`config.mk`:
```
export PLATFORM = sky130hd
export DESIGN_NAME = pch_aux_seq
export DESIGN_NICKNAME = d
export VERILOG_FILES = /design/src/rtl/pch_aux_seq_pkg.sv /design/src/rtl/seq_ms_timer.sv /design/src/rtl/pch_aux_seq.sv
export SDC_FILE = /design/constraint.sdc
export NUM_CORES = 1
export LEC_CHECK = 0
export CORE_ASPECT_RATIO = 1.2
export CORE_MARGIN = 2
export CORE_UTILIZATION = 48
export DETAILED_ROUTE_END_ITERATION = 10
export PLACE_DENSITY_LB_ADDON = 0.05
export SYNTH_ARGS = -nofsm -noshare
export SYNTH_HDL_FRONTEND = slang
export SYNTH_SLANG_ARGS = --single-unit
```
`constraint.sdc`:
```
create_clock -name iClk -period 3.5 [get_ports iClk]
set_clock_uncertainty 0.15 [all_clocks]
set_input_delay 0.35 -clock iClk [delete_from_list [all_inputs] [get_ports iClk]]
set_output_delay 0.35 -clock iClk [all_outputs]
set_load 0.05 [all_outputs]
```
`src/rtl/pch_aux_seq_pkg.sv`:
```
// Shared constants for the PCH standby-rail sequencer: state encoding,
// fault codes and the millisecond timer width.
package pch_aux_seq_pkg;

    localparam int TMR_W = 8;

    localparam logic [3:0] ST_IDLE       = 4'd0;
    localparam logic [3:0] ST_P1V8_ON    = 4'd1;
    localparam logic [3:0] ST_P1V05_ON   = 4'd2;
    localparam logic [3:0] ST_DSW_DLY    = 4'd3;
    localparam logic [3:0] ST_DSW_OK     = 4'd4;
    localparam logic [3:0] ST_WAIT_BMC   = 4'd5;
    localparam logic [3:0] ST_RSMRST_DLY = 4'd6;
    localparam logic [3:0] ST_DONE       = 4'd7;
    localparam logic [3:0] ST_FLT        = 4'd8;

    localparam logic [2:0] FLT_NONE       = 3'd0;
    localparam logic [2:0] FLT_P1V8_TO    = 3'd1;
    localparam logic [2:0] FLT_P1V05_TO   = 3'd2;
    localparam logic [2:0] FLT_P1V8_DROP  = 3'd3;
    localparam logic [2:0] FLT_P1V05_DROP = 3'd4;
    localparam logic [2:0] FLT_BMC        = 3'd5;

endpackage

```
`src/rtl/seq_ms_timer.sv`:
```
// Saturating millisecond counter: synchronous clear, counts on the 1 ms
// enable, and flags when the count has reached the supplied threshold.
module seq_ms_timer
    import pch_aux_seq_pkg::*;
#(
    parameter int W = TMR_W
) (
    input  logic         clk_i,
    input  logic         rst_i,
    input  logic         clr_i,
    input  logic         ce_i,
    input  logic [W-1:0] thr_i,
    output logic         expired_o
);

    logic [W-1:0] cnt_q;
    logic [W-1:0] cnt_d;

    // Next count: clear wins, then increment until all-ones.
    always_comb begin
        cnt_d = cnt_q;
        if (clr_i) begin
            cnt_d = {W{1'b0}};
        end else if (ce_i && (cnt_q != {W{1'b1}})) begin
            cnt_d = cnt_q + {{(W-1){1'b0}}, 1'b1};
        end else begin
            cnt_d = cnt_q;
        end
    end

    // Count register.
    always_ff @(posedge clk_i) begin
        if (rst_i) begin
            cnt_q <= {W{1'b0}};
        end else begin
            cnt_q <= cnt_d;
        end
    end

    assign expired_o = (cnt_q >= thr_i);

endmodule

```
`src/rtl/pch_aux_seq.sv`:
```
// PCH standby sequencer: P1V8 AUX, P1V05 AUX, DSW_PWROK, then RSMRST# release.
// Define PCH_BMC_INTERLOCK_EN to hold RSMRST# until the BMC rails report good.
module pch_aux_seq
    import pch_aux_seq_pkg::*;
#(
    parameter logic [TMR_W-1:0] T_VR_TIMEOUT_MS  = 8'd50,
    parameter logic [TMR_W-1:0] T_DSW_DLY_MS     = 8'd10,
    parameter logic [TMR_W-1:0] T_RSMRST_DLY_MS  = 8'd10,
    parameter logic [TMR_W-1:0] T_BMC_TIMEOUT_MS = 8'd200
) (
    input  logic       iClk,
    input  logic       iRst,
    input  logic       i1mSCE,
    input  logic       iGoOutFltSt,
    input  logic       PWRGD_P3V3_AUX,
    input  logic       PWRGD_PCH_P1V8,
    input  logic       PWRGD_PCH_P1V05,
    input  logic       iBmcPwrgd,
    input  logic       iBmcPwrFlt,
    output logic       FM_PCH_P1V8_AUX_EN,
    output logic       FM_PCH_P1V05_AUX_EN,
    output logic       PWRGD_DSW_PWROK,
    output logic       RST_RSMRST_N,
    output logic       oPchPwrgd,
    output logic       oPchPwrFlt,
    output logic [2:0] ovPchFltCode
);

    logic [3:0]       state_q;
    logic [3:0]       state_d;
    logic [2:0]       flt_code_q;
    logic [2:0]       flt_code_d;
    logic [TMR_W-1:0] tmr_thr_s;
    logic             tmr_exp_s;
    logic             tmr_clr_s;
    logic             p1v8_seen_s;
    logic             p1v05_seen_s;

`ifndef PCH_BMC_INTERLOCK_EN
    logic unused_bmc_s;
    assign unused_bmc_s = ^{iBmcPwrgd, iBmcPwrFlt, T_BMC_TIMEOUT_MS};
`endif

    assign tmr_clr_s = (state_d != state_q);

    seq_ms_timer #(
        .W (TMR_W)
    ) u_timer (
        .clk_i     (iClk),
        .rst_i     (iRst),
        .clr_i     (tmr_clr_s),
        .ce_i      (i1mSCE),
        .thr_i     (tmr_thr_s),
        .expired_o (tmr_exp_s)
    );

    // Per-state timer threshold and which rails are already proven good.
    always_comb begin
        tmr_thr_s    = {TMR_W{1'b1}};
        p1v8_seen_s  = 1'b0;
        p1v05_seen_s = 1'b0;
        case (state_q)
            ST_P1V8_ON: begin
                tmr_thr_s = T_VR_TIMEOUT_MS;
            end
            ST_P1V05_ON: begin
                tmr_thr_s   = T_VR_TIMEOUT_MS;
                p1v8_seen_s = 1'b1;
            end
            ST_DSW_DLY: begin
                tmr_thr_s    = T_DSW_DLY_MS;
                p1v8_seen_s  = 1'b1;
                p1v05_seen_s = 1'b1;
            end
            ST_DSW_OK, ST_DONE: begin
                p1v8_seen_s  = 1'b1;
                p1v05_seen_s = 1'b1;
            end
`ifdef PCH_BMC_INTERLOCK_EN
            ST_WAIT_BMC: begin
                tmr_thr_s    = T_BMC_TIMEOUT_MS;
                p1v8_seen_s  = 1'b1;
                p1v05_seen_s = 1'b1;
            end
`endif
            ST_RSMRST_DLY: begin
                tmr_thr_s    = T_RSMRST_DLY_MS;
                p1v8_seen_s  = 1'b1;
                p1v05_seen_s = 1'b1;
            end
            default: begin
                tmr_thr_s    = {TMR_W{1'b1}};
                p1v8_seen_s  = 1'b0;
                p1v05_seen_s = 1'b0;
            end
        endcase
    end

    // Next state and fault code; AC loss > rail drop > BMC fault > timeout > progress.
    always_comb begin
        state_d    = state_q;
        flt_code_d = flt_code_q;
        if (state_q == ST_IDLE) begin
            if (PWRGD_P3V3_AUX) begin
                state_d = ST_P1V8_ON;
            end else begin
                state_d = ST_IDLE;
            end
        end else if (state_q == ST_FLT) begin
            if (iGoOutFltSt) begin
                state_d    = ST_IDLE;
                flt_code_d = FLT_NONE;
            end else begin
                state_d = ST_FLT;
            end
        end else if (!PWRGD_P3V3_AUX) begin
            state_d = ST_IDLE;
        end else if (p1v8_seen_s && !PWRGD_PCH_P1V8) begin
            state_d    = ST_FLT;
            flt_code_d = FLT_P1V8_DROP;
        end else if (p1v05_seen_s && !PWRGD_PCH_P1V05) begin
            state_d    = ST_FLT;
            flt_code_d = FLT_P1V05_DROP;
        end else begin
            case (state_q)
                ST_P1V8_ON: begin
                    if (tmr_exp_s) begin
                        state_d    = ST_FLT;
                        flt_code_d = FLT_P1V8_TO;
                    end else if (PWRGD_PCH_P1V8) begin
                        state_d = ST_P1V05_ON;
                    end else begin
                        state_d = ST_P1V8_ON;
                    end
                end
                ST_P1V05_ON: begin
                    if (tmr_exp_s) begin
                        state_d    = ST_FLT;
                        flt_code_d = FLT_P1V05_TO;
                    end else if (PWRGD_PCH_P1V05) begin
                        state_d = ST_DSW_DLY;
                    end else begin
                        state_d = ST_P1V05_ON;
                    end
                end
                ST_DSW_DLY: begin
                    if (tmr_exp_s) begin
                        state_d = ST_DSW_OK;
                    end else begin
                        state_d = ST_DSW_DLY;
                    end
                end
`ifdef PCH_BMC_INTERLOCK_EN
                ST_DSW_OK: begin
                    state_d = ST_WAIT_BMC;
                end
                ST_WAIT_BMC: begin
                    if (iBmcPwrFlt || tmr_exp_s) begin
                        state_d    = ST_FLT;
                        flt_code_d = FLT_BMC;
                    end else if (iBmcPwrgd) begin
                        state_d = ST_RSMRST_DLY;
                    end else begin
                        state_d = ST_WAIT_BMC;
                    end
                end
`else
                ST_DSW_OK: begin
                    state_d = ST_RSMRST_DLY;
                end
`endif
                ST_RSMRST_DLY: begin
                    if (tmr_exp_s) begin
                        state_d = ST_DONE;
                    end else begin
                        state_d = ST_RSMRST_DLY;
                    end
                end
                ST_DONE: begin
                    state_d = ST_DONE;
                end
                default: begin
                    state_d = ST_IDLE;
                end
            endcase
        end
    end

    // State and fault-code registers.
    always_ff @(posedge iClk) begin
        if (iRst) begin
            state_q    <= ST_IDLE;
            flt_code_q <= FLT_NONE;
        end else begin
            state_q    <= state_d;
            flt_code_q <= flt_code_d;
        end
    end

    // Moore output decode of the state register.
    always_comb begin
        FM_PCH_P1V8_AUX_EN  = 1'b0;
        FM_PCH_P1V05_AUX_EN = 1'b0;
        PWRGD_DSW_PWROK     = 1'b0;
        RST_RSMRST_N        = 1'b0;
        oPchPwrgd           = 1'b0;
        oPchPwrFlt          = 1'b0;
        case (state_q)
            ST_P1V8_ON: begin
                FM_PCH_P1V8_AUX_EN = 1'b1;
            end
            ST_P1V05_ON, ST_DSW_DLY: begin
                FM_PCH_P1V8_AUX_EN  = 1'b1;
                FM_PCH_P1V05_AUX_EN = 1'b1;
            end
            ST_DSW_OK, ST_WAIT_BMC, ST_RSMRST_DLY: begin
                FM_PCH_P1V8_AUX_EN  = 1'b1;
                FM_PCH_P1V05_AUX_EN = 1'b1;
                PWRGD_DSW_PWROK     = 1'b1;
            end
            ST_DONE: begin
                FM_PCH_P1V8_AUX_EN  = 1'b1;
                FM_PCH_P1V05_AUX_EN = 1'b1;
                PWRGD_DSW_PWROK     = 1'b1;
                RST_RSMRST_N        = 1'b1;
                oPchPwrgd           = 1'b1;
            end
            ST_FLT: begin
                oPchPwrFlt = 1'b1;
            end
            default: begin
                oPchPwrFlt = 1'b0;
            end
        endcase
    end

    assign ovPchFltCode = flt_code_q;

endmodule
```
==> impl_metrics.env <==
export IMPL_synth_flop_cell="dfxtp_1"
export IMPL_final_cell_mix="o21ai_0, nand2_1, clkdlybuf4s50_1, dfxtp_1, a21oi_1"
export IMPL_path_buf_inv=0
export IMPL_nNetsFinal=213
export IMPL_p_per_area_nw_per_um2=212
export IMPL_tightest_slew_ns=0.685
export IMPL_cts_buffers=3
export IMPL_dieArea_um2=3360
export IMPL_ant_nets=0
export IMPL_layout_drive_gt1_share=0.121
export IMPL_avgSynthCellArea_um2=7.67
export IMPL_setup_viol=0
export IMPL_r2r_end="u_timer.cnt_q[3]"
export IMPL_cp_max_fo=8
export IMPL_port_buffers=15
export IMPL_critPathMaxStageDelay_ns=0.42
export IMPL_crit_chain="xnor2_1, nor3_1, ha_1, a21oi_1, o22ai_1, nor2_2, a21boi_0, o211ai_1, nor4_1"
export IMPL_met3_length_um=236
export IMPL_ys_seq_elements=15
export IMPL_reg2reg_from="state_q[0]"
export IMPL_p_leak_uw=0.000575
export IMPL_max_cap_violations=0
export IMPL_vias=1516
export IMPL_initial_core_util=0.501
export IMPL_relSlewSlack=0.541
export IMPL_worstSkewPairLatency_ns=0.30
export IMPL_synthToLayoutAreaGrowth_pct=15.2
export IMPL_crit_family="compound AO/OA/AOI/OAI gates"
export IMPL_wl_um=3900
export IMPL_cts_setup_buffers=0
export IMPL_yosysSeqAreaShare=0.215
export IMPL_synth_distinct_cells=56
export IMPL_wl_per_cell_um=16.7
export IMPL_overflow=0
export IMPL_rsz0062_at_grt="false"
export IMPL_crit_slowest_cell="dfxtp_1"
export IMPL_cp_depth=9
export IMPL_r2r_setup_slack_ns=0.42
export IMPL_antenna_found_initial=0
export IMPL_wl_met1_um=1600
export IMPL_whs_path_depth=2
export IMPL_hold_end="ovPchFltCode[1]"
export IMPL_cp_end_kind="flip-flop"
export IMPL_cts_root_buffer="clkbuf_4"
export IMPL_hold_viol=0
export IMPL_fp_dieH_um=63.1
export IMPL_crit_required_ns=3.55
export IMPL_synth_nets=195
export IMPL_critPathLaunchType="flip-flop"
export IMPL_dr_wl_met2_um=1980
export IMPL_cts_resized=0
export IMPL_top_layer_used="met4"
export IMPL_grt_pass1_wl_um=6600
export IMPL_r2r_cells=9
export IMPL_max_vdd_ir_drop_v=0.000176
export IMPL_status="finished, final reports clean"
export IMPL_num_antenna_cells=0
export IMPL_cts_max_level=1
export IMPL_regArea_um2=300
export IMPL_tns_ns=0
export IMPL_multi_input_area_um2=993
export IMPL_finish_utilization=0.577
export IMPL_period_needed_ns=3.08
export IMPL_mostFrequentLayoutCell="o21ai_0"
export IMPL_placementRows=21
export IMPL_fmax_mhz=325
export IMPL_n_fill_cell=283
export IMPL_clk_pin_slew_worst_paths_ns=0.11
export IMPL_coreArea_um2=2790
export IMPL_async_reset_ff_frac=0
export IMPL_routabilityCongestion=0.835
export IMPL_cts_buffer_depth=2
export IMPL_track_usage=0.257
export IMPL_ys_warn_count=0
export IMPL_period_share=0.879
export IMPL_die_w_um=53.2
export IMPL_grt_max_degree=23
export IMPL_grt_pass1_vias=1436
export IMPL_detail_route_iter0_violations=51
export IMPL_synth_edf_count=0
export IMPL_critical_path_class="flip-flop to flip-flop"
export IMPL_drc_errors=0
export IMPL_min_path_type="flip-flop to flip-flop"
export IMPL_netlist_area_um2=1400
export IMPL_hpwl_um=2930
export IMPL_routed_via_density=6.51
export IMPL_worstHoldStart="ovPchFltCode[1]"
export IMPL_ios=18
export IMPL_cts_sinks=15
export IMPL_synth_cells=182
export IMPL_cts_tree="yes"
export IMPL_firstDrtPassIters=5
export IMPL_cts_hold_buf=0
export IMPL_slew_viol_final=0
export IMPL_cp_arrival_ns=3.13
sequential cells by signal (all words and copies together), names as in the netlist:
signal         cells
state_q            4
ovPchFltCode       3
u_timer.cnt_q      8
where the power goes:
| part | total [µW] | internal (µW) | switching [µW] |
|---|---|---|---|
| registers | 175 | 172 | 2.21 |
| logic | 56.8 | 23.0 | 33.8 |
| clock network | 110 | 42.6 | 67.3 |
| total | 341 | 238 | 103 |
worst reg2reg max path, cell delays in order (launching register included):
cell	delay [ns]
dfxtp_1	0.42
xnor2_1	0.10
nor3_1	0.34
ha_1	0.35
a21oi_1	0.23
o22ai_1	0.17
nor2_2	0.27
a21boi_0	0.29
o211ai_1	0.33
nor4_1	0.33
cells by family (layout without fill, tap and decap cells):
| group | after synthesis | in the layout | share of synthesized area |
|---|---|---|---|
| AND/OR/NAND/NOR | 62 | 62 | 0.231 |
| AO/OA/AOI/OAI | 70 | 70 | 0.365 |
| multiplexers | 3 | 3 | 0.0233 |
| XOR/XNOR | 9 | 9 | 0.0565 |
| buffers and inverters | 19 | 36 | 0.0726 |
| adder cells (fa/ha/maj) | 4 | 4 | 0.0359 |
| flip-flops | 15 | 15 | 0.215 |
synthesized netlist by cell type (all sizes together), types with 4 or more instances:
library cell  number  area, µm²
o21ai             21        109
nand2             16       60.1
dfxtp             15        300
a21oi             12       63.8
nor2              10       42.5
inv                9       33.8
nor4               9       56.3
buf                8       60.1
xnor2              8       70.1
nand3              5       25.0
nand4              5       31.3
nor3               5       25.0
ha                 4       50.1
layout make-up:
cell class / instances / share of cell area
Clock inverter: 1 / 0.00311
Inverter: 9 / 0.0210
Timing Repair Buffer: 23 / 0.131
Tap cell: 34 / 0.0265
Sequential cell: 15 / 0.187
Multi-Input combinational cell: 148 / 0.618
Clock buffer: 3 / 0.0140
stage by stage:
stage	instances	hold WS [ns]	setup slack [ns]	cell area [µm²]	total power (µW)
2_1_floorplan	182	0.403	0.743	1400	214
3_3_place_gp	229	0.309	0.549	1580	233
3_5_place_dp	229	0.320	0.473	1580	234
4_1_cts	233	0.335	0.459	1610	343
5_1_grt	233	0.361	0.164	1610	357
6_report	233	0.327	0.422	1610	341
how the worst max path moves through the flow:
stage / endpoint / slack (ns) / startpoint
2_1_floorplan: u_timer.cnt_q[0] / 0.74 / state_q[0]
3_3_place_gp: u_timer.cnt_q[1] / 0.55 / state_q[0]
3_5_place_dp: u_timer.cnt_q[5] / 0.47 / state_q[0]
4_1_cts: u_timer.cnt_q[5] / 0.46 / state_q[0]
5_1_grt: u_timer.cnt_q[3] / 0.16 / state_q[0]
6_report: u_timer.cnt_q[3] / 0.42 / state_q[0]
layer usage:
metal	vias to the layer above	global-route usage
met4	0	0.0929
li1	739	-
met5	-	0
met1	702	0.331
met2	65	0.421
met3	10	0.0403
Note: power is estimated with default switching activity, not from simulation.
